`config.mk`:
```
export PLATFORM = sky130hd
export DESIGN_NAME = cordic_job_sequencer
export DESIGN_NICKNAME = d
export VERILOG_FILES = /design/src/rtl/cordic_job_sequencer.sv
export SDC_FILE = /design/constraint.sdc
export NUM_CORES = 1
export LEC_CHECK = 0
export ABC_AREA = 1
export CAP_MARGIN = 15
export CORE_MARGIN = 4
export CORE_UTILIZATION = 40
export DETAILED_ROUTE_END_ITERATION = 6
export PLACE_DENSITY = 0.84
export SLEW_MARGIN = 20
export SYNTH_ARGS = -nofsm -noshare
export SYNTH_HDL_FRONTEND = slang
export SYNTH_SLANG_ARGS = --single-unit
```
`constraint.sdc`:
```
create_clock -name i_clk -period 1.7 [get_ports i_clk]
set_clock_uncertainty 0.1 [all_clocks]
set_input_delay 0.34 -clock i_clk [delete_from_list [all_inputs] [get_ports i_clk]]
set_output_delay 0.34 -clock i_clk [all_outputs]
set_load 0.01 [all_outputs]
```
`src/rtl/cordic_job_sequencer.sv`:
```
// Feeds one operand set per handshake into the iterative CORDIC core and captures its x/y/z after N+1 edges.
// Backpressure: in_ready only in IDLE; a finished job parks in HOLD until the single-entry result register frees.
`timescale 1ns/1ps
module cordic_job_sequencer #(
    parameter int WHOLE_BIT_WIDTH   = 3,
    parameter int DECIMAL_BIT_WIDTH = 5,
    parameter int BIT_WIDTH         = WHOLE_BIT_WIDTH + DECIMAL_BIT_WIDTH,
    parameter int CYCLES_CIRC       = 12,
    parameter int CYCLES_LIN        = 10,
    parameter int CYCLES_HYP        = 14
) (
    input  logic                 i_clk,
    input  logic                 i_rst_n,
    input  logic                 i_in_valid,
    output logic                 o_in_ready,
    input  logic [BIT_WIDTH-1:0] i_in_x,
    input  logic [BIT_WIDTH-1:0] i_in_y,
    input  logic [BIT_WIDTH-1:0] i_in_z,
    input  logic                 i_in_mode,
    input  logic [1:0]           i_in_coord,
    output logic [BIT_WIDTH-1:0] o_core_x_initial,
    output logic [BIT_WIDTH-1:0] o_core_y_initial,
    output logic [BIT_WIDTH-1:0] o_core_z_initial,
    output logic                 o_core_mode_bit,
    output logic [1:0]           o_core_coordinate_system,
    output logic                 o_core_restart,
    input  logic [BIT_WIDTH-1:0] i_core_x,
    input  logic [BIT_WIDTH-1:0] i_core_y,
    input  logic [BIT_WIDTH-1:0] i_core_z,
    output logic                 o_out_valid,
    input  logic                 i_out_ready,
    output logic [BIT_WIDTH-1:0] o_out_x,
    output logic [BIT_WIDTH-1:0] o_out_y,
    output logic [BIT_WIDTH-1:0] o_out_z,
    output logic [1:0]           o_out_coord,
    output logic                 o_out_err
);

    localparam int MAX_CYC = (CYCLES_CIRC > CYCLES_LIN)
                           ? ((CYCLES_CIRC > CYCLES_HYP) ? CYCLES_CIRC : CYCLES_HYP)
                           : ((CYCLES_LIN  > CYCLES_HYP) ? CYCLES_LIN  : CYCLES_HYP);
    localparam int CNT_W   = $clog2(MAX_CYC + 1);

    typedef enum logic [1:0] {IDLE, LOAD, RUN, HOLD} state_t;

    state_t               r_state;
    state_t               w_state_nxt;
    logic [CNT_W-1:0]     r_cnt;
    logic [CNT_W-1:0]     w_cnt_load;
    logic [BIT_WIDTH-1:0] r_core_x, r_core_y, r_core_z;
    logic                 r_core_mode;
    logic [1:0]           r_core_coord;
    logic                 r_out_valid;
    logic [BIT_WIDTH-1:0] r_out_x, r_out_y, r_out_z;
    logic [1:0]           r_out_coord;
    logic                 r_out_err;
    logic                 w_hs;
    logic                 w_rsv;
    logic                 w_out_free;
    logic                 w_cap;

    assign w_rsv      = (i_in_coord == 2'b11);
    assign w_out_free = !r_out_valid || i_out_ready;
    // A reserved-coord job writes the result register at accept, so it also needs that register free.
    assign o_in_ready = (r_state == IDLE) && !(w_rsv && !w_out_free);
    assign w_hs       = i_in_valid && o_in_ready;
    assign w_cap      = ((r_state == RUN && r_cnt == '0) || r_state == HOLD) && w_out_free;

    always_comb begin
        w_state_nxt = r_state;
        w_cnt_load  = CNT_W'(CYCLES_CIRC - 1);
        case (r_core_coord)
            2'b01:   w_cnt_load = CNT_W'(CYCLES_LIN - 1);
            2'b10:   w_cnt_load = CNT_W'(CYCLES_HYP - 1);
            default: w_cnt_load = CNT_W'(CYCLES_CIRC - 1);
        endcase
        case (r_state)
            IDLE:    if (w_hs && !w_rsv) w_state_nxt = LOAD;
            LOAD:    w_state_nxt = RUN;
            RUN:     if (r_cnt == '0) w_state_nxt = w_cap ? IDLE : HOLD;
            HOLD:    if (w_cap) w_state_nxt = IDLE;
            default: w_state_nxt = IDLE;
        endcase
    end

    always_ff @(posedge i_clk or negedge i_rst_n) begin
        if (!i_rst_n) begin
            r_state      <= IDLE;
            r_cnt        <= '0;
            r_core_x     <= '0;
            r_core_y     <= '0;
            r_core_z     <= '0;
            r_core_mode  <= 1'b0;
            r_core_coord <= 2'b00;
        end else begin
            r_state <= w_state_nxt;
            if (r_state == LOAD) begin
                r_cnt <= w_cnt_load;
            end else if (r_state == RUN && r_cnt != '0) begin
                r_cnt <= r_cnt - 1'b1;
            end
            if (w_hs) begin
                r_core_x     <= i_in_x;
                r_core_y     <= i_in_y;
                r_core_z     <= i_in_z;
                r_core_mode  <= i_in_mode;
                r_core_coord <= i_in_coord;
            end
        end
    end

    // Capture beats the consumer's drain at the same edge, so out_valid stays high.
    always_ff @(posedge i_clk or negedge i_rst_n) begin
        if (!i_rst_n) begin
            r_out_valid <= 1'b0;
            r_out_x     <= '0;
            r_out_y     <= '0;
            r_out_z     <= '0;
            r_out_coord <= 2'b00;
            r_out_err   <= 1'b0;
        end else if (w_hs && w_rsv) begin
            r_out_valid <= 1'b1;
            r_out_x     <= '0;
            r_out_y     <= '0;
            r_out_z     <= '0;
            r_out_coord <= 2'b11;
            r_out_err   <= 1'b1;
        end else if (w_cap) begin
            r_out_valid <= 1'b1;
            r_out_x     <= i_core_x;
            r_out_y     <= i_core_y;
            r_out_z     <= i_core_z;
            r_out_coord <= r_core_coord;
            r_out_err   <= 1'b0;
        end else if (r_out_valid && i_out_ready) begin
            r_out_valid <= 1'b0;
        end
    end

    assign o_core_x_initial         = r_core_x;
    assign o_core_y_initial         = r_core_y;
    assign o_core_z_initial         = r_core_z;
    assign o_core_mode_bit          = r_core_mode;
    assign o_core_coordinate_system = r_core_coord;
    assign o_core_restart           = (r_state == LOAD);
    assign o_out_valid              = r_out_valid;
    assign o_out_x                  = r_out_x;
    assign o_out_y                  = r_out_y;
    assign o_out_z                  = r_out_z;
    assign o_out_coord              = r_out_coord;
    assign o_out_err                = r_out_err;

endmodule

```
==> Word level (Yosys, flattened, before mapping) <==
Index checks and enable logic that the tools add are counted.
{ "op_classes": {"eq_ne": 9, "add_sub_neg": 1, "reduce_logical": 22, "mux": 21} }
{ "ops": {"columns": ["op", "count"], "rows": [
  ["8-bit 2-to-1 mux", 6],
  ["2-bit 2-to-1 mux", 6],
  ["1-bit logical AND", 9],
  ["2-bit equality test (second input constant)", 4],
  ["4-bit 2-to-1 mux", 2],
  ["2-bit one-hot mux with 4 select lines", 1],
  ["3-bit one-hot mux with 2 select lines", 1],
  ["1-bit 2-to-1 mux", 5],
  ["2-bit by 1-bit equality test with 1-bit output (second input constant)", 2],
  ["1-bit logical NOT", 4],
  ["4-bit logical NOT", 1],
  ["2-bit inequality test (second input constant)", 2],
  ["2-bit nonzero test", 2],
  ["4-bit nonzero test", 1],
  ["4-bit by 1-bit subtractor with 4-bit output (second input constant)", 1],
  ["3-bit AND reduction", 1],
  ["3-bit nonzero test", 1],
  ["2-bit logical NOT", 1],
  ["1-bit logical OR", 2],
  ["2-bit by 1-bit inequality test with 1-bit output (second input constant)", 1]
]} }
{ "totals": {"out_inout_bits": 57, "register_bits": 61} }

==> Logic depth before layout (Yosys ltp) <==
Gate-level depths: netlist (run 1).
{ "depth": {"word_depth": 10, "ltp_mapped": 9, "ltp_nobuf": 8} }

==> Worst setup path after synthesis (run 1) <==
No wires, ideal clock.
{ "synth_timing": {"path_kind": "reg-to-reg", "start": "register r_cnt[0]", "end": "register r_out_y[0] (netlist: o_out_y[0])", "required_ps": 1481, "setup_time_ps": 119, "path_stages_with_launch": 10, "path_buffers": 2, "path_slack_ps": 227, "arrival_time_ps": 1254, "synth_period_minus_slack_ps": 1473, "path_cell_list": "dfrtp_1 > inv_1 > ha_1 > nand2_1 > nand2_1 > nand2_1 > buf_6 > buf_6 > nand3_1 > nand2_1"} }
{ "synth_between": {"elab_chain_cells": 5} }
{ "synth_rtl": {"columns": ["element", "line", "text"], "rows": [
  ["from (decl)", "48", "logic [CNT_W-1:0] r_cnt;"],
  ["from (signal assigned)", "98", "r_cnt <= w_cnt_load;"],
  ["from (signal assigned)", "100", "r_cnt <= r_cnt - 1'b1;"],
  ["4-bit logical NOT", "67", "assign w_cap = ((r_state == RUN && r_cnt == '0) || r_state == HOLD) && w_out_free;"],
  ["1-bit logical AND", "67", null],
  ["1-bit logical OR", "67", null],
  ["1-bit logical AND", "67", null],
  ["2-bit nonzero test (no line)", null, null],
  ["to (signal assigned)", "131", "r_out_y <= i_core_y;"],
  ["to (decl)", "54", "logic [BIT_WIDTH-1:0] r_out_x, r_out_y, r_out_z;"]
]} }
No other way between the ends.
A chain may end at the register's enable or synchronous reset.

==> Final worst setup path (run 1) <==
{ "layout_timing": {"start": "register r_out_z[5] (netlist: o_out_z[5])", "end": "output port o_out_z[5]"} }
{ "layout_lines": {"columns": ["element", "line", "text"], "rows": [
  ["from (decl)", "54", null],
  ["from (signal assigned)", "132", "r_out_z <= i_core_z;"],
  ["to (decl)", "34", "output logic [BIT_WIDTH-1:0] o_out_z,"]
]} }
No word-level cell between the ends.

==> metrics.cfg, run 1 <==
[outcome]
status=complete, no violations

[logic_synthesis]
syn_area_mm2=0.00262
syn_inst=300
syn_area_per_cell_um2=8.75
ys.flop_type=dfrtp_1
seq_area_frac_synth_pct=58.2
ys_types=22
synth_edf_count=0
synth_fp_nets=357
synth_warnings=0
synth-seq-cells=61
async_flop_share_pct=100

[pwr]
switching_share_pct=37.9
power_frac_seq_pct=32.7
p_per_area_mw_per_mm2=1820
power_frac_clock_pct=16.3
finalPower_mw=7.78
pwr-share-comb_pct=51.0
p_int_mw=4.83
p_sw_mw=2.95
ir_drop_uv=962
leakage_nw=2.56

[worst_setup_path]
reg2regPathDepth=8
critical_path.max_fanout=2
path_delay_family=buffers and inverters
cp-startpoint=o_out_z[5]
r2r_slack_ns=0.15
end_kind=output pin
crit_slowest_cell=clkdlybuf4s50_1
critical_path_class=flop to output pin
worstSetupEndpoint=o_out_z[5]
timing.rr.end=o_out_z[3]
arrival_ns=1.23
slowest_delay_ns=0.55
worst-path-buf-inv=1
cp_cell_sequence=clkdlybuf4s50_1
critPathLaunchType=flop
r2r_start=r_cnt[0]
worstSetupPathDepth=1
crit_required_ns=1.26

[worst_hold_path]
hp-class=input pin to flop
hold_start=i_in_coord[1]

[finish]
synthToLayoutAreaGrowth_pct=62.6
final_core_util_pct=67.2
instances_no_fill=516
drive_gt1_share_pct=12.1
final_nets=491
post-route-cell-area_mm2=0.00427
diodes=0

[drt]
via_per_inst=4.97
wire_per_inst_um=14.8
dr.pass1.iters=4
drt-initial-drc-count=138
drcViolationCount=0
drt-total-wl_um=7640
vias=2563
ant_nets=0

[floorplanning]
die-area_mm2=0.00792
fp.dieH_um=89.0
core_area_mm2=0.00635
fp-row-count=29
die_x_um=89.0
initial_utilization_pct=41.3
ios=112

[placed_design]
dp.final_hpwl_um=5400
port_buffers=111
place_congestion=0.809
placed_area_mm2=0.00395
numPlacedInstances=496

[flow_run]
maxCapViolations=0

[grt]
grt_pass1_vias=2636
grt_max_degree=62
grt_util_met2_pct=34.5
gr-usage-met1_pct=23.9
grtUsageMet3_pct=5.53
grt_pass1_wl_um=12100
antenna_found_initial=0
grt_usage_pct=19.9
overflow=0
busiest_layer=met2

[timing]
max-slew-margin-rel_pct=78.2
slew_viol_final=0
tightest_slew_ns=0.327
hold_slack_ns=0.219
finalCritPeriodShare_pct=98.3
finalSetupViolations=0
fmax_mhz=598
hold_viol_final=0
period_needed_ns=1.67

[clock_network]
clk_pin_slew_worst_paths_ns=0.07
clk_latency_ns=0.33
root_buffer=clkbuf_8
cts_buffer_depth=2
cts_tree=done
cts-htree-levels=3
cts_buffers=9
cts_sinks=61

[worst min path at each step]
stage / end / slack [ns] / cells after the start
5_1_grt: o_core_coordinate_system[1] / 0.24 / 3
4_1_cts: o_core_coordinate_system[0] / 0.31 / 3
2_1_floorplan: o_core_coordinate_system[0] / -0.06 / 0
3_5_place_dp: o_out_z[2] / 0.27 / 2
3_3_place_gp: o_out_z[0] / 0.27 / 2
6_report: o_core_coordinate_system[1] / 0.22 / 3
[stage by stage]
step / setup slack (ns) / TNS [ns]
4_1_cts: 0.00120 / 0
2_1_floorplan: 0.227 / 0
3_5_place_dp: -0.452 / -5.63
5_1_grt: -0.000192 / -0.000192
6_report: 0.0283 / 0
3_3_place_gp: -0.426 / -4.58
[placed cells by master (no fill, tap or decap), drive strengths merged]
master	count
clkbuf	11
xor2	1
ha	2
nand4	1
dlygate4sd3	1
nand3b	2
nor2	7
dlymetal6s2s	37
o21bai	1
nor3	1
nand2	136
clkdlybuf4s50	64
dlygate4sd2	7
o21ai	3
dfrtp	61
bufinv	1
inv	13
nand3	57
buf	28
clkinv	4
a21boi	1
[synthesized netlist by cell type, types with 2 or more instances]
cell type	number	share of area, %
nor2_1	5	0.72
nand3_1	56	11
inv_1	12	1.7
buf_6	5	2.1
nand2_1	136	19
o21ai_0	3	0.57
buf_4	2	0.57
buf_2	5	0.95
ha_1	2	0.95
nand3b_1	2	0.57
dfrtp_1	61	58
[what timing repair did]
action | 4_1_cts | 5_1_grt
pin swaps | 2 | 2
gates resized for setup | 17 | 41
endpoints found under the setup margin | 10 | 67
hold buffers | 1 | 0
buffers inserted | 2 | 1
endpoints found under the hold margin | 61 | 0
[cells by family (layout without fill, tap and decap cells)]
group,Yosys count,in the layout,share of synthesized area [%]
AND/OR/NAND/NOR,204,204,33.1
flip-flops,61,61,58.2
buffers and inverters,27,166,5.82
AO/OA/AOI/OAI,5,5,1.57
adder cells (fa/ha/maj),2,2,0.954
XOR/XNOR,1,1,0.334
[registers in the layout (all words and copies together), names as in the netlist]
name / cells
r_state: 2
o_out_err: 1
o_core_y_initial: 8
r_cnt: 4
o_out_x: 8
o_core_mode_bit: 1
o_out_y: 8
o_core_z_initial: 8
o_core_x_initial: 8
o_out_z: 8
o_out_coord: 2
o_core_coordinate_system: 2
o_out_valid: 1
[worst reg2reg max path: stages (launching register included)]
cell and delay, ns:
dfrtp_1 0.38, inv_1 0.08, ha_1 0.20, nand2_1 0.11, nand2_1 0.15, nand2_4 0.09
buf_12 0.16, nand3_1 0.10, nand2_1 0.06
[routing by layer]
metal / up-vias / share of wire [%]
met3: 12 / 5.1
met1: 1254 / 37
met5: - / 0
li1: 1219 / -
met4: 0 / 2.1
met2: 78 / 56
[power groups by stage]
stage               Clock [mW]  Combinational (mW)  Sequential (mW)
finish                    1.27                3.97             2.54
global route              1.36                4.40             2.63
CTS                       1.29                4.06             2.56
detailed placement           0                4.04             2.59
global placement             0                3.90             2.56
floorplan                    0                1.67             2.85
[cell type report]
type | instances | area, um2
clock buffer | 11 | 141
clock inverter | 5 | 50.0
fill | 497 | 2080
inverter | 13 | 48.8
multi-input combinational | 212 | 962
sequential | 61 | 1530
tap | 77 | 96.3
timing repair buffer | 137 | 1440
No activity file was read; power rests on OpenSTA's default activity.
==> run 2, diff against run 1 <==
--- a/config.mk
+++ b/config.mk
@@ -6,9 +6,10 @@
 export NUM_CORES = 1
 export LEC_CHECK = 0
 export ABC_AREA = 1
-export CAP_MARGIN = 15
+export CAP_MARGIN = 10
 export CORE_MARGIN = 4
 export CORE_UTILIZATION = 40
+export CTS_BUF_LIST = sky130_fd_sc_hd__clkbuf_4 sky130_fd_sc_hd__clkbuf_8 sky130_fd_sc_hd__clkbuf_16
 export DETAILED_ROUTE_END_ITERATION = 6
 export PLACE_DENSITY = 0.84
 export SLEW_MARGIN = 20
==> metrics.cfg, run 2 (synthesis gave the netlist of run 1 again) <==
[pwr]
leakage_nw=2.57
p_int_mw=4.85
power_frac_seq_pct=32.6
switching_share_pct=37.9
ir_drop_uv=964
p_sw_mw=2.96
p_per_area_mw_per_mm2=1830
pwr-share-comb_pct=51.0
power_frac_clock_pct=16.4

[finish]
synthToLayoutAreaGrowth_pct=62.7
mostFrequentLayoutCells=134 x nand2_1, 64 x clkdlybuf4s50_1, 61 x dfrtp_1, 56 x nand3_1, 37 x dlymetal6s2s_1
instances_no_fill=516
regArea_mm2=0.00153
final_nets=491
final_core_util_pct=67.2
final_common_cell=nand2_1
diodes=0
drive_gt1_share_pct=12.3
multi_input_area_um2=962
fill_cells=497

[worst_setup_path]
cp-startpoint=o_core_x_initial[4]
crit_slowest_cell=clkdlybuf4s50_1
reg2regPathDepth=8
critical_path_class=flop to output pin
path_delay_family=buffers and inverters
critical_path.max_fanout=2
critPathLaunchType=flop
worst-path-buf-inv=1
end_kind=output pin
worstSetupPathDepth=1
slowest_delay_ns=0.55
r2r_slack_ns=0.15
arrival_ns=1.24
timing.rr.end=o_out_z[3]
cp_cell_sequence=clkdlybuf4s50_1
crit_required_ns=1.26
r2r_start=r_cnt[0]
worstSetupEndpoint=o_core_x_initial[4]

[placed_design]
place_congestion=0.809
numPlacedInstances=496
dp.final_hpwl_um=5400
port_buffers=111

[grt]
grt_max_degree=62
grt_pass1_vias=2636
overflow=0
grt_usage_pct=19.9
grt_pass1_wl_um=12100
antenna_found_initial=0

[floorplanning]
fp-row-count=29
core_area_mm2=0.00635
die_x_um=89.0
fp.dieH_um=89.0
initial_utilization_pct=41.3
die-area_mm2=0.00792
ios=112

[timing]
fmax_mhz=595
tightest_slew_ns=0.334
slew_viol_final=0
finalCritPeriodShare_pct=98.8
period_needed_ns=1.68
finalSetupViolations=0
max-slew-margin-rel_pct=77.7
hold_viol_final=0
hold_slack_ns=0.234

[clock_network]
cts_buffers=9
cts_tree=done
cts-htree-levels=3
cts_sinks=61
clk_pin_slew_worst_paths_ns=0.07
cts_buffer_depth=2
root_buffer=clkbuf_8
clk_latency_ns=0.33

[drt]
drt-initial-drc-count=146
wire_per_inst_um=14.9
dr.pass1.iters=4
drt-total-wl_um=7700
drcViolationCount=0
ant_nets=0
via_per_inst=4.94
vias=2551

[flow_run]
maxCapViolations=0

[outcome]
status=complete, no violations

[worst_hold_path]
hp-class=input pin to flop

-- run 2: cell count changes in the layout (fill, tap and decap cells not counted) --
| cell | previous run | this run |
|---|---|---|
| clkbuf_4 | 0 | 1 |
| clkbuf_1 | 1 | 0 |
-- run 2: metrics by stage --
stage | instance area (um2) | power, mW | TNS, ns | setup slack (ns)
3_3_place_gp | 3950 | 6.46 | -4.58 | -0.426
6_report | 4270 | 7.81 | 0 | 0.0198
4_1_cts | 4160 | 7.93 | 0 | 0.00120
5_1_grt | 4270 | 8.40 | -0.000192 | -0.000192
3_5_place_dp | 3950 | 6.63 | -5.63 | -0.452
2_1_floorplan | 2620 | 4.52 | 0 | 0.227
-- run 2: what timing repair did --
action | in CTS | in global routing
buffers inserted | 2 | 1
pin swaps | 2 | 2
cloned | 0 | 0
endpoints found under the setup margin | 10 | 67
hold endpoints to repair | 61 | 0
hold buffers | 1 | 0
gates resized for setup | 17 | 41
-- run 2: worst min-delay path, delay by kind of cell --
family / cells / cell delay [ns]
and+or+nand+nor: 2 / 0.16
buffers and inverters: 1 / 0.13
-- run 2: metal layers --
layer  vias to the layer above  track usage (%)  wire length [um]
met4                         0             7.04               156
li1                       1219                -                 -
met1                      1252             23.9              2940
met2                        68             34.5              4240
met3                        12             5.53               367
met5                         -                0                 0
-- run 2: cell type report --
class / instances / share of cell area (%)
multi-input combinational: 212 / 22.5
clock buffer: 11 / 3.40
inverter: 13 / 1.14
sequential: 61 / 35.8
clock inverter: 5 / 1.17
timing repair buffer: 137 / 33.7
tap: 77 / 2.26
-- run 2: power groups by stage --
stage	combinational (mW)	clock (mW)	sequential, mW
3_3_place_gp	3.90	0	2.56
5_1_grt	4.40	1.37	2.63
2_1_floorplan	1.67	0	2.85
4_1_cts	4.06	1.30	2.56
6_report	3.98	1.28	2.54
3_5_place_dp	4.04	0	2.59
-- run 2: worst min path at each step --
stage,depth (start not counted),to,startpoint,slack (ns)
final,3,o_core_coordinate_system[1],i_in_coord[1],0.23
after CTS,3,o_core_coordinate_system[0],i_in_coord[0],0.31
after global routing,3,o_core_coordinate_system[1],i_in_coord[1],0.24
after detailed placement,2,o_out_z[2],i_rst_n,0.27
after global placement,2,o_out_z[0],i_rst_n,0.27
after floorplan,0,o_core_coordinate_system[0],i_rst_n,-0.06
==> run 3, diff against run 2 <==
--- a/config.mk
+++ b/config.mk
@@ -7,11 +7,12 @@
 export LEC_CHECK = 0
 export ABC_AREA = 1
 export CAP_MARGIN = 10
+export CORE_ASPECT_RATIO = 0.6
 export CORE_MARGIN = 4
 export CORE_UTILIZATION = 40
 export CTS_BUF_LIST = sky130_fd_sc_hd__clkbuf_4 sky130_fd_sc_hd__clkbuf_8 sky130_fd_sc_hd__clkbuf_16
 export DETAILED_ROUTE_END_ITERATION = 6
-export PLACE_DENSITY = 0.84
+export PLACE_DENSITY = 0.76
 export SLEW_MARGIN = 20
 export SYNTH_ARGS = -nofsm -noshare
 export SYNTH_HDL_FRONTEND = slang
==> metrics.cfg, run 3 (synthesis gave the netlist of run 1 again) <==
[outcome]
status=complete, no violations

[grt]
grt_usage_pct=17.5
overflow=0
grt_pass1_vias=2381
grt_max_degree=62
antenna_found_initial=0
grt_pass1_wl_um=11300

[worst_setup_path]
critical_path_class=input pin to output pin
critical_path.max_fanout=2
critPathLaunchType=input pin
arrival_ns=1.22
end_kind=output pin
crit_required_ns=1.26

[floorplanning]
die-area_mm2=0.00796
initial_utilization_pct=42.2
fp-row-count=22
die_x_um=113
core_area_mm2=0.00622
ios=112
fp.dieH_um=70.7

[drt]
via_per_inst=4.69
dr.pass1.iters=4
drcViolationCount=0
vias=2438
drt-initial-drc-count=112
wire_per_inst_um=13.4
ant_nets=0
drt-total-wl_um=6970

[finish]
diodes=0
instances_no_fill=520
post-route-cell-area_mm2=0.00429
mostFrequentLayoutCells=135 x nand2_1, 63 x clkdlybuf4s50_1, 61 x dfrtp_1, 56 x nand3_1, 39 x dlymetal6s2s_1
final_common_cell=nand2_1
synthToLayoutAreaGrowth_pct=63.4
drive_gt1_share_pct=11.9
final_nets=488

[timing]
slew_viol_final=0
hold_viol_final=0
fmax_mhz=601
period_needed_ns=1.66
tightest_slew_ns=0.325
finalSetupViolations=0
max-slew-margin-rel_pct=78.3
finalCritPeriodShare_pct=97.8

[worst_hold_path]
hp-class=input pin to flop

[pwr]
leakage_nw=2.58
ir_drop_uv=916
finalPower_mw=7.80
p_per_area_mw_per_mm2=1820

[clock_network]
cts_buffer_depth=2
cts_buffers=9
cts-htree-levels=3
cts_sinks=61
root_buffer=clkbuf_8
cts_tree=done
clk_pin_slew_worst_paths_ns=0.06
clk_latency_ns=0.32

[flow_run]
maxCapViolations=0

[placed_design]
numPlacedInstances=502
place_congestion=0.767
dp.final_hpwl_um=4960
placed_area_mm2=0.00395
port_buffers=111

run 3: worst paths after layout:
kind | from | end | depth (start not counted) | slack, ns
max in group asynchronous | i_rst_n | o_core_z_initial[4] | 3 | 0.78
hold reg to reg | o_out_err | o_out_err | 2 | 0.38
setup / recovery | i_out_ready | o_in_ready | 4 | 0.04
min in group asynchronous | i_rst_n | o_out_z[4] | 3 | 0.44
hold / removal | i_in_coord[0] | o_core_coordinate_system[0] | 3 | 0.22
setup reg to reg | r_cnt[0] | o_out_z[2] | 9 | 0.07
run 3: per-layer routing:
layer / routed length [um] / global-route usage, % / part of all wire, %
met5: 0 / 0 / 0
met3: 379 / 5.73 / 5.4
met2: 3300 / 27.6 / 47
met1: 3240 / 23.6 / 46
met4: 53 / 4.40 / 0.76
run 3: area by class of cell:
class,count,area [um2]
fill,514,1930
sequential,61,1530
timing repair buffer,134,1430
multi-input combinational,212,950
clock buffer,12,159
tap,84,105
clock inverter,4,70.1
inverter,13,48.8
run 3: where the power goes:
group	internal, mW	total, mW	switching (mW)
clock network	0.918	1.46	0.542
registers	2.16	2.55	0.390
logic	1.89	3.79	1.90
total	4.97	7.80	2.83
run 3: repair_timing:
action,4_1_cts,5_1_grt
endpoints found under the hold margin,61,0
endpoints found under the setup margin,8,57
gates resized for setup,16,43
hold buffers,1,0
buffers inserted,1,0
pin swaps,1,2
run 3: metrics by stage:
| stage | util, % | setup WS (ns) | TNS (ns) | hold WS [ns] |
|---|---|---|---|---|
| after floorplan | - | 0.227 | 0 | -0.0556 |
| after global placement | 63.5 | -0.419 | -3.58 | 0.274 |
| after detailed placement | 63.5 | -0.420 | -3.87 | 0.276 |
| after CTS | 67.2 | 0.000755 | 0 | 0.383 |
| after global routing | 68.9 | -0.0114 | -0.0114 | 0.238 |
| final | 68.9 | 0.0371 | 0 | 0.221 |
run 3: worst max-delay path, cell delays in order:
cell             delay (ns)
clkdlybuf4s50_1        0.49
nor2_2                 0.07
a21boi_4               0.16
buf_2                  0.16
==> variant 1: new RTL, settings of run 3 <==
Encoding of `state_t`: now one-hot (4 bits for 4 states).
--- a/src/rtl/cordic_job_sequencer.sv
+++ b/src/rtl/cordic_job_sequencer.sv
@@ -42,5 +42,5 @@
     localparam int CNT_W   = $clog2(MAX_CYC + 1);
 
-    typedef enum logic [1:0] {IDLE, LOAD, RUN, HOLD} state_t;
+    typedef enum logic [3:0] {IDLE = 4'b0001, LOAD = 4'b0010, RUN = 4'b0100, HOLD = 4'b1000} state_t;
 
     state_t               r_state;
Check against the original RTL: same outputs for any inputs over 10 cycles, from zero or initial values and one cycle with i_rst_n low; not proved beyond that.
==> variant 1 against run 3 <==
- the flow now finishes with violations (setup timing)
- final cell count up 3.5%
- via count up 3.7%
- die area up 1.4%
- worst setup slack worse by 50 ps
- total power down 7.7%
- wire length up 12%
- sequential cell count up 2
- synthesized area up 1.5%
- final area up 4.6%
==> variant 1: results (changes against run 3) <==
| Metric | Value |
|---|---|
| Layout cells sized above 1 | `0.1718 (was 0.1193)` |
| Overall Power | `7.196 mW (was 7.795 mW)` |
| Switching pwr | `2.581 mW (was 2.830 mW)` |
| Crit path max-delay family | `flip-flops (was buffers and inverters)` |
| HP Class | `flop to flop (was input pin to flop)` |
| Largest cells by area after synthesis | `dfrtp_1 (58%), nand2_1 (22%), nand3_1 (6.2%), inv_1 (2.4%), o21ai_0 (1.5%) (was dfrtp_1 (58%), nand2_1 (19%), nand3_1 (11%), buf_6 (2.1%), inv_1 (1.7%))` |
| HP Start | `o_out_err$_DFFE_PN0P_ (was i_in_coord[0])` |
| # setup viols final | `2 (was 0)` |
| # fillers | `501 (was 514)` |
| Syn nets | `369 (was 357)` |
| Met2 Resource Use GR | `0.2756 (was 0.2762)` |
| Worst Path Arrival | `1270 ps (was 1220 ps)` |
| Buffers excl. clock | `139 (was 134)` |
| Clk network pwr share | `0.196 (was 0.187)` |
| Pin count of the biggest net entering global routing | `64 (was 62)` |
| Met2 wire len | `3.519 mm (was 3.297 mm)` |
| Yosys reg bits | `63 (was 61)` |
| Status | `finished with violations (was completed)` |
| Reg2Reg Capture Point | `o_out_x[6]$_DFFE_PN0P_ (was o_out_z[2]$_DFFE_PN0P_)` |
| Pleak | `2.731 nW (was 2.585 nW)` |
| Endpoint, Worst Hold | `o_out_err$_DFFE_PN0P_ (was o_core_coordinate_system[0]$_DFFE_PN0N_)` |
| Initial DRC Count | `151 (was 112)` |
| Worst slack at placement | `-409.9 ps (was -419.5 ps)` |
| Vias per inst | `4.699 (was 4.688)` |
| Adder-Cell Fraction of Synth Area | `0.009394 (was 0.009537)` |
| Total Wirelength | `7.837 mm (was 6.973 mm)` |
| Final net count | `506 (was 488)` |
| Clock-cell share of area | `0.04830 (was 0.05341)` |
| Failing checks | `setup timing` |
| GPL Wtd Cong | `0.8512 (was 0.7674)` |
| Register area | `0.001578 mm^2 (was 0.001526 mm^2)` |
| Die area | `0.008072 mm^2 (was 0.007962 mm^2)` |
| Slowest CP cell | `dfrtp_1 (was clkdlybuf4s50_1)` |
| Clock buf count | `10 (was 12)` |
| All-Layer GR Usage | `0.1847 (was 0.1751)` |
| Area of the multi-input gates | `0.001035 mm^2 (was 949.7 um^2)` |
| Worst vdd ir | `0.0009457 V (was 0.0009157 V)` |
| Slew of the pin with the lowest slew margin | `349.6 ps (was 324.8 ps)` |
| Nonclk inv count | `20 (was 13)` |
| Post-Synth XOR/XNOR Area | `0 (was 0.003338)` |
| Post-DP HPWL | `5.141 mm (was 4.961 mm)` |
| Final hold slack | `370.3 ps (was 220.8 ps)` |
| Final setup margin | `-13.28 ps (was 37.09 ps)` |
| Multi-input gate count | `216 (was 212)` |
## variant 1: timing repair
action,in CTS,in global routing
hold buffers,1,0
resized for setup,26,66
buffers inserted,1,4
pin swaps,0,16
setup endpoints to repair,46,61
cloned,1,3
hold endpoints to repair,62,0
## variant 1: worst max path at each step
| stage | from | endpoint | slack, ps | cells past startpoint |
|---|---|---|---|---|
| global route | r_state[2]$_DFFE_PN0P_ | o_in_ready | -80 | 4 |
| global placement | i_in_coord[0] | o_in_ready | -400 | 5 |
| CTS | r_state[0]$_DFFE_PN1P_ | o_in_ready | -20 | 3 |
| floorplan | r_cnt[0]$_DFFE_PN0P_ | o_out_x[4]$_DFFE_PN0P_ | 150 | 11 |
| finish | r_state[2]$_DFFE_PN0P_ | o_in_ready | -10 | 4 |
| detailed placement | i_in_coord[0] | o_in_ready | -410 | 5 |
==> variant 2: new RTL, config.mk and constraints of run 3 <==
Made on the original files. Set the parameter `DECIMAL_BIT_WIDTH` to 7 (it was 5).
--- a/src/rtl/cordic_job_sequencer.sv
+++ b/src/rtl/cordic_job_sequencer.sv
@@ -4,5 +4,5 @@
 module cordic_job_sequencer #(
     parameter int WHOLE_BIT_WIDTH   = 3,
-    parameter int DECIMAL_BIT_WIDTH = 5,
+    parameter int DECIMAL_BIT_WIDTH = 7,
     parameter int BIT_WIDTH         = WHOLE_BIT_WIDTH + DECIMAL_BIT_WIDTH,
     parameter int CYCLES_CIRC       = 12,
Interface: changed (12 resized); port bits go from 112 to 136. No check against the original RTL was run, so the function may have changed too.
==> variant 2 against run 3 <==
- sequential share of layout area grew 0.38 points
- total power grew 22%
- worst setup slack lost 29 ps
- sequential cell count grew 12
- global-route usage grew 1.7 points
- final area grew 18%
- wire length grew 24%
- synthesized area grew 17%
- highest routed layer unchanged
==> variant 2: results (changes against run 3) <==
| Metric | Value |
|---|---|
| Status | `completed (unchanged)` |
| Syn nets | `420 (was 357)` |
| Worst slew margin | `0.7530 (was 0.7835)` |
| Critical Path Start | `i_in_coord[0] (was i_out_ready)` |
| All-Layer GR Usage | `0.1924 (was 0.1751)` |
| Final hold slack | `369.0 ps (was 220.8 ps)` |
| Final period utilization | `0.9954 (was 0.9782)` |
| Initial DRC Count | `224 (was 112)` |
| Port bufs | `135 (was 111)` |
| Pleak | `2.909 nW (was 2.585 nW)` |
| HP Class | `flop to flop (was input pin to flop)` |
| GPL Wtd Cong | `0.7707 (was 0.7674)` |
| Worst vdd ir | `0.0009536 V (was 0.0009157 V)` |
| Post-synthesis compound-gate area fraction | `0.01350 (was 0.01574)` |
| Post-DP HPWL | `6.228 mm (was 4.961 mm)` |
| Worst-path fanout max | `3 (was 2)` |
| Sequential area share after synthesis | `0.5971 (was 0.5818)` |
| HP Start | `o_out_err$_DFFE_PN0P_ (was i_in_coord[0])` |
| Final net count | `571 (was 488)` |
| Pin count of the biggest net entering global routing | `35 (was 62)` |
| Vias in the first global route | `2792 (was 2381)` |
| Routed WL per cell | `14.12 um (was 13.41 um)` |
| Post-Synth XOR/XNOR Area | `0.002863 (was 0.003338)` |
| Adder-Cell Fraction of Synth Area | `0.008180 (was 0.009537)` |
| Worst slack at placement | `-464.3 ps (was -419.5 ps)` |
| Largest cells by area after synthesis | `dfrtp_1 (60%), nand2_1 (19%), nand3_1 (12%), buf_2 (1.6%), buf_4 (1.5%) (was dfrtp_1 (58%), nand2_1 (19%), nand3_1 (11%), buf_6 (2.1%), inv_1 (1.7%))` |
| Via count | `2911 (was 2438)` |
| Layout cells sized above 1 | `0.1026 (was 0.1193)` |
| Worst Path Arrival | `1250 ps (was 1220 ps)` |
| Setup slack, reg-to-reg | `170 ps (was 70 ps)` |
[variant 2: cell count changes after synthesis, moves of 2 or more]
cell,before,now
inv_1,12,10
buf_4,2,6
nand3_1,56,71
buf_6,5,0
dfrtp_1,61,73
nand2_1,136,157
buf_2,5,10
[variant 2: cells by family after synthesis]
| kind of cell | count (synthesis) |
|---|---|
| AOI/OAI and AO/OA | 5 |
| buffers and inverters | 31 |
| xor gates and xnor gates | 1 |
| DFF | 73 |
| and+or+nand+nor | 239 |
| adders and majority gates | 2 |
[variant 2: worst paths after layout]
path	endpoint	cells past startpoint
hold reg to reg	o_out_err$_DFFE_PN0P_	2
min in group asynchronous	o_core_y_initial[1]$_DFFE_PN0N_	2
setup / recovery	o_in_ready	5
hold / removal	o_out_err$_DFFE_PN0P_	2
setup reg to reg	o_out_y[4]$_DFFE_PN0P_	9
max in group asynchronous	o_out_err$_DFFE_PN0P_	3
[variant 2: timing repair]
action                                  CTS  global route
endpoints found under the hold margin    25             0
pin swaps                                 1             1
hold buffers                              1             0
endpoints found under the setup margin    5            68
resized for setup                        14            40
setup buffers                             1             1
[variant 2: per-layer routing]
layer	GRT usage	wire length (um)	vias to the layer above
met3	0.08902	783	12
met2	0.2817	3847	96
met4	0.06658	112	0
met5	0	0	-
li1	-	-	1415
met1	0.2546	3884	1388
[variant 2: final cells by class]
class / count / area share
flip-flops and latches: 73 / 0.3599
clock buffers: 11 / 0.04977
inverters: 12 / 0.008869
repair buffers: 159 / 0.3309
multi-input cells: 247 / 0.2143
well taps: 104 / 0.02562
clock inverters: 5 / 0.01059
[variant 2: per-stage QoR]
step | cell area (um^2) | util | std cells
floorplan | 3059 | - | 351
global placement | 4652 | 0.6323 | 592
detailed placement | 4652 | 0.6323 | 592
CTS | 4982 | 0.6772 | 610
global route | 5079 | 0.6903 | 611
finish | 5079 | 0.6903 | 611
[variant 2: power by group]
part | switching, mW | internal, mW | total, mW
sequential | 0.470 | 2.59 | 3.06
combinational | 2.26 | 2.31 | 4.57
clock | 0.670 | 1.21 | 1.88
total | 3.40 | 6.11 | 9.51
[variant 2: worst max-delay path, stage by stage]
cell	delay, ps
clkdlybuf4s50_1	430
nand2_1	120
inv_2	70
a21boi_4	160
buf_6	130
